$ cat src/rtl/spi_pkg.sv
// Shared types and constants for the SPI transaction controller.
package spi_pkg;

  localparam int unsigned BYTE_W = 8;
  localparam logic [BYTE_W-1:0] DUMMY_BYTE = 8'h00;

  typedef enum logic [1:0] {
    StIdle,
    StLaunch,
    StRun
  } xfer_state_e;

endpackage

$ cat src/rtl/sync_fifo.sv
// Single-clock FIFO with registered pointers and count; head is raw memory, caller masks on empty.
module sync_fifo #(
  parameter int unsigned Width = 8,
  parameter int unsigned Depth = 8
) (
  input  logic             clk,
  input  logic             reset,
  input  logic             wr_i,
  input  logic [Width-1:0] din_i,
  input  logic             rd_i,
  output logic [Width-1:0] dout_o,
  output logic             full_o,
  output logic             empty_o
);

  localparam int unsigned PtrW = $clog2(Depth);
  localparam logic [PtrW:0] CountFull = Depth[PtrW:0];

  logic [PtrW-1:0] wptr_q, rptr_q;
  logic [PtrW:0]   count_q;
  logic [Width-1:0] mem_q [Depth];
  logic push, pop;

  assign full_o  = (count_q == CountFull);
  assign empty_o = (count_q == '0);
  // A write while full is dropped even if a pop frees a slot this cycle.
  assign push    = wr_i && !full_o;
  assign pop     = rd_i && !empty_o;
  assign dout_o  = mem_q[rptr_q];

  always_ff @(posedge clk) begin
    if (push) begin
      mem_q[wptr_q] <= din_i;
    end
  end

  always_ff @(posedge clk or posedge reset) begin
    if (reset) begin
      wptr_q  <= '0;
      rptr_q  <= '0;
      count_q <= '0;
    end else begin
      if (push) begin
        wptr_q <= wptr_q + 1'b1;
      end
      if (pop) begin
        rptr_q <= rptr_q + 1'b1;
      end
      case ({push, pop})
        2'b10:   count_q <= count_q + 1'b1;
        2'b01:   count_q <= count_q - 1'b1;
        default: count_q <= count_q;
      endcase
    end
  end

endmodule

$ cat src/rtl/spi_xfer_ctrl.sv
// Host-side SPI burst controller: feeds spi_master from a TX FIFO and collects replies in an RX FIFO.
module spi_xfer_ctrl
  import spi_pkg::*;
#(
  parameter int unsigned DEPTH = 8,
  parameter int unsigned LEN_W = 4
) (
  input  logic              clk,
  input  logic              reset,
  input  logic              tx_wr,
  input  logic [BYTE_W-1:0] tx_din,
  output logic              tx_full,
  input  logic              rx_rd,
  output logic [BYTE_W-1:0] rx_dout,
  output logic              rx_empty,
  input  logic              go,
  input  logic [LEN_W-1:0]  len,
  output logic              busy,
  output logic              done,
  output logic              tx_underrun,
  output logic              rx_overrun,
  input  logic              clr_err,
  output logic [BYTE_W-1:0] thr,
  output logic              start_tick,
  output logic              last_xfer,
  input  logic              txrdy_tick,
  input  logic              rxrdy_tick,
  input  logic              done_tick,
  input  logic [BYTE_W-1:0] rhr
);

  xfer_state_e state_q, state_d;
  logic [LEN_W-1:0] len_q, len_d, sent_q, sent_d;
  logic done_q, done_d;
  logic tx_underrun_q, tx_underrun_d, rx_overrun_q, rx_overrun_d;
  logic in_run, tx_pop, rx_push, tx_empty, rx_full;
  logic [BYTE_W-1:0] tx_head, rx_head;

  // Master ticks only matter while a burst is running.
  assign in_run  = (state_q == StRun);
  assign tx_pop  = in_run && txrdy_tick;
  assign rx_push = in_run && rxrdy_tick;

  sync_fifo #(
    .Width(BYTE_W),
    .Depth(DEPTH)
  ) u_tx_fifo (
    .clk    (clk),
    .reset  (reset),
    .wr_i   (tx_wr),
    .din_i  (tx_din),
    .rd_i   (tx_pop),
    .dout_o (tx_head),
    .full_o (tx_full),
    .empty_o(tx_empty)
  );

  sync_fifo #(
    .Width(BYTE_W),
    .Depth(DEPTH)
  ) u_rx_fifo (
    .clk    (clk),
    .reset  (reset),
    .wr_i   (rx_push),
    .din_i  (rhr),
    .rd_i   (rx_rd),
    .dout_o (rx_head),
    .full_o (rx_full),
    .empty_o(rx_empty)
  );

  assign thr        = tx_empty ? DUMMY_BYTE : tx_head;
  assign rx_dout    = rx_empty ? DUMMY_BYTE : rx_head;
  assign busy       = (state_q != StIdle);
  assign start_tick = (state_q == StLaunch);
  assign last_xfer  = in_run && (sent_q == len_q);
  assign done       = done_q;
  assign tx_underrun = tx_underrun_q;
  assign rx_overrun  = rx_overrun_q;

  always_comb begin
    state_d = state_q;
    len_d   = len_q;
    sent_d  = sent_q;
    done_d  = 1'b0;
    case (state_q)
      StIdle: begin
        if (go && (len != '0)) begin
          state_d = StLaunch;
          len_d   = len;
          sent_d  = '0;
        end
      end
      StLaunch: state_d = StRun;
      StRun: begin
        if (txrdy_tick) begin
          sent_d = sent_q + 1'b1;
        end
        if (done_tick) begin
          state_d = StIdle;
          done_d  = 1'b1;
        end
      end
      default: state_d = StIdle;
    endcase
  end

  always_comb begin
    tx_underrun_d = tx_underrun_q | (tx_pop && tx_empty);
    rx_overrun_d  = rx_overrun_q | (rx_push && rx_full);
    if (clr_err) begin
      tx_underrun_d = 1'b0;
      rx_overrun_d  = 1'b0;
    end
  end

  always_ff @(posedge clk or posedge reset) begin
    if (reset) begin
      state_q       <= StIdle;
      len_q         <= '0;
      sent_q        <= '0;
      done_q        <= 1'b0;
      tx_underrun_q <= 1'b0;
      rx_overrun_q  <= 1'b0;
    end else begin
      state_q       <= state_d;
      len_q         <= len_d;
      sent_q        <= sent_d;
      done_q        <= done_d;
      tx_underrun_q <= tx_underrun_d;
      rx_overrun_q  <= rx_overrun_d;
    end
  end

endmodule

$ cat config.mk
export PLATFORM = sky130hd
export DESIGN_NAME = spi_xfer_ctrl
export DESIGN_NICKNAME = d
export VERILOG_FILES = /design/src/rtl/spi_pkg.sv /design/src/rtl/sync_fifo.sv /design/src/rtl/spi_xfer_ctrl.sv
export SDC_FILE = /design/constraint.sdc
export NUM_CORES = 1
export LEC_CHECK = 0
export ABC_AREA = 1
export CAP_MARGIN = 20
export CORE_UTILIZATION = 45
export DETAILED_ROUTE_END_ITERATION = 16
export GPL_TIMING_DRIVEN = 0
export HOLD_SLACK_MARGIN = 0.03
export PLACE_DENSITY = 0.7
export SLEW_MARGIN = 25
export SYNTH_ARGS = -nofsm -noshare
export SYNTH_HDL_FRONTEND = slang
export SYNTH_HIERARCHICAL = 1
export SYNTH_SLANG_ARGS = --single-unit
$ cat constraint.sdc
create_clock -name clk -period 4.6 [get_ports clk]
set_input_delay 1.38 -clock clk [delete_from_list [all_inputs] [get_ports clk]]
set_output_delay 1.38 -clock clk [all_outputs]
set_load 0.02 [all_outputs]
==> qor.txt <==
Die Y: 132 um
Cell Area, Synth: 7610 um2
Die Wd: 132 um
Fin crit period: 3.84 ns
Mapped Cells: 837
Starting Density: 46.1%
Max-cap viol count: 0
Reg-to-reg startpoint: state_q[0]$_DFFE_PP0P_
DRC: 0
Nature of the critical path endpoint: output port
Clk sink count: 161
Reg2reg setup slack: 2.31 ns
Hold EP: len_q[3]$_DFFE_PP0P_
Die ar.: 17400 um2
Largest buffer count on any clock path: 2
Row count: 47
Setup CP Type: reg2out
I/O Buffers: 52
Setup TNS: 0 ns
Initial antenna violation count: 0
Headroom to the max-slew limit: 41.7%
Total vias in the final route: 5289
Vias in the first global route: 5045
Post-CTS Resized: 0
Via-to-Cell Ratio: 4.64
DR WL/cell: 13.3 um
Syn avg cell area: 9.09 um2
Total gr overflow: 0
Yosys warns: 6
Met2 wire length: 7400 um
Critical-path cell list: clkbuf_1, inv_1, nand2_1, nand2_1, inv_1, nor2_1, clkdlybuf4s50_1
Post-synthesis sequential area ratio: 61.4%
Hold depth: 2
Skew-Pair Late Insertion Delay: 0.43 ns
Max IR drop VDD: 0.000398 V
Setup crit start kind: flip-flop
Final HPWL from detailed placement: 10400 um
Detailed-route wire length: 15100 um
Clk Tree Root Cell: clkbuf_16
Global placement routability congestion: 0.798
Reg2reg end: u_rx_fifo/count_q[3]$_DFFE_PP0P_
Tot GR Track Use: 18.6%
First-pass detailed-route iteration total: 5
Layout cells sized above 1: 9.77%
Antenna viol nets, final: 0
Detailed router's first-iteration violation count: 278
N_diodes: 0
RSZ-0062 raised after global routing: no
WL met1: 6710 um
Nets: 950
Crit path DAT: 2.46 ns
Fmax: 260 MHz
Clk pin slew, worst setup/hold paths: 0.06 ns
CTS tree: yes
Final Skew: 0.00727 ns
CTS buffer count: 17
Critical Path RT: 3.22 ns
P_leak: 4.09 nW
Outcome: completed
Largest net degree at the start of global routing: 17
Final Hold Fails: 0
Ports: 53
CP max stage delay: 0.55 ns
CP max-delay cell: clkdlybuf4s50_1
Worst-path fanout max: 10
Top cells by area, synth: edfxtp_1, nand2_1, dfrtp_1
Worst hold path startpoint: len_q[3]$_DFFE_PP0P_
Yosys top cell by area: edfxtp_1
Final std cells w/o fill: 1141
# setup viols final: 0
Synth Register Bits: 161
Post-cts hold buffer count: 0
Net Count, Synth: 879
Placed Cells incl. Taps: 1109
Layout area overhead: 19.4%
Tightest Pin Transition: 0.869 ns
Postcts setup bufs: 0
PwrDens: 642 nW/um2
DR WL met3: 769 um
Fin. max-slew vios: 0
Yosys cell types: 29
# fillers: 1462
Reg2Reg Depth: 12
Worst hold slack: 0.501 ns
HP Class: reg2reg
Top layer reached by signal wires: met4
Top-area cell type share of the netlist area: 50.5%
Final period util: 83.5%
Floorplan core area: 16500 um2
Final core occ: 55.0%
H-Tree Depth: 4
First-pass GRT wire length: 24700 um
==> worst max-delay path, delay by kind of cell (launching register included) <==
kind / cells / cell delay (ns)
and+or+nand+nor: 3 / 0.25
buffers and inverters: 4 / 1.41
DFF: 1 / 0.36
==> per-layer routing <==
layer  track usage, %  vias up
li1                 -     2720
met1             23.7     2409
met2             31.1      139
met3             4.31       21
met4             6.72        0
met5                0        -
==> power breakdown <==
part / internal [W] / total [W] / switching (W)
sequential: 0.00181 / 0.00195 / 0.000140
clock: 0.000815 / 0.00141 / 0.000598
combinational: 0.000932 / 0.00247 / 0.00153
==> per-stage QoR <==
step                      setup WS (ns)  instance area [um2]  power, W
after floorplan                    1.71                 7610   0.00361
after global placement            0.804                 8410   0.00436
after CTS                         0.735                 9080   0.00587
final                             0.761                 9080   0.00583
after detailed placement           1.09                 8490   0.00444
after global routing              0.609                 9080   0.00623
==> logic make-up after synthesis <==
| family | count (synthesis) | share of synthesized area (%) |
|---|---|---|
| buffers and inverters | 152 | 8.68 |
| DFF | 161 | 61.4 |
| adders and majority gates | 13 | 2.33 |
| xor gates and xnor gates | 14 | 1.61 |
| and+or+nand+nor | 482 | 25.0 |
| AOI/OAI and AO/OA | 15 | 1.05 |
==> cell type report <==
cell class | instances | area, um2 | area share, %
flip-flops and latches | 161 | 4670 | 51.4
inverters | 126 | 475 | 5.23
well taps | 220 | 275 | 3.03
clock inverters | 15 | 171 | 1.89
repair buffers | 52 | 520 | 5.73
plain buffers | 26 | 185 | 2.04
multi-input cells | 524 | 2360 | 26.0
clock buffers | 17 | 425 | 4.68
==> flip-flops by register name, summed over array words and instances (netlist names) <==
| name | cells |
|---|---|
| u_rx_fifo/wptr_q | 3 |
| u_tx_fifo/wptr_q | 3 |
| done | 1 |
| u_tx_fifo/rptr_q | 3 |
| rx_overrun | 1 |
| state_q | 2 |
| len_q | 4 |
| u_rx_fifo/count_q | 4 |
| tx_underrun | 1 |
| u_rx_fifo/rptr_q | 3 |
| u_rx_fifo/mem_q | 64 |
| u_tx_fifo/mem_q | 64 |
| sent_q | 4 |
| u_tx_fifo/count_q | 4 |
==> placed cells by master, fill, tap and decap left out, drive strengths merged <==
master	n
nand3	15
fa	2
ha	11
buf	23
nor3	16
nor2	163
clkinvlp	3
o21ai	11
dfrtp	33
nand2	285
clkdlybuf4s50	52
inv	134
nand3b	1
clkinv	2
xor2	4
or2	2
edfxtp	128
bufinv	2
o211ai	1
o21bai	1
clkbuf	20
a21oi	2
xnor2	10
==> worst max path at each step <==
stage / from / end / slack (ns) / depth (start not counted)
finish: u_rx_fifo/rptr_q[2]$_DFFE_PP0P_ / rx_dout[7] / 0.76 / 7
global route: u_rx_fifo/rptr_q[2]$_DFFE_PP0P_ / rx_dout[6] / 0.61 / 7
CTS: u_rx_fifo/rptr_q[2]$_DFFE_PP0P_ / rx_dout[7] / 0.73 / 7
detailed placement: rxrdy_tick / u_rx_fifo/count_q[3]$_DFFE_PP0P_ / 1.09 / 12
global placement: rxrdy_tick / u_rx_fifo/mem_q[4][4]$_DFFE_PP_ / 0.80 / 6
floorplan: rxrdy_tick / u_rx_fifo/count_q[3]$_DFFE_PP0P_ / 1.71 / 11
==> Yosys cell counts <==
cell type,instances
xor2_1,4
nor3_1,16
nor2_4,1
o21ai_0,9
nor2_2,2
nand2_1,279
buf_4,6
fa_1,2
edfxtp_1,128
o21bai_1,1
a21oi_1,2
nand2_4,1
nand3b_1,1
inv_2,5
nand3_1,13
dfrtp_1,33
buf_6,7
inv_1,120
or2_2,2
clkbuf_1,3
nor2_1,160
o21ai_1,2
buf_2,10
o211ai_1,1
inv_4,1
nand2_2,5
nand3_2,2
xnor2_1,10
ha_1,11
Note: power is estimated with default switching activity, not from simulation.
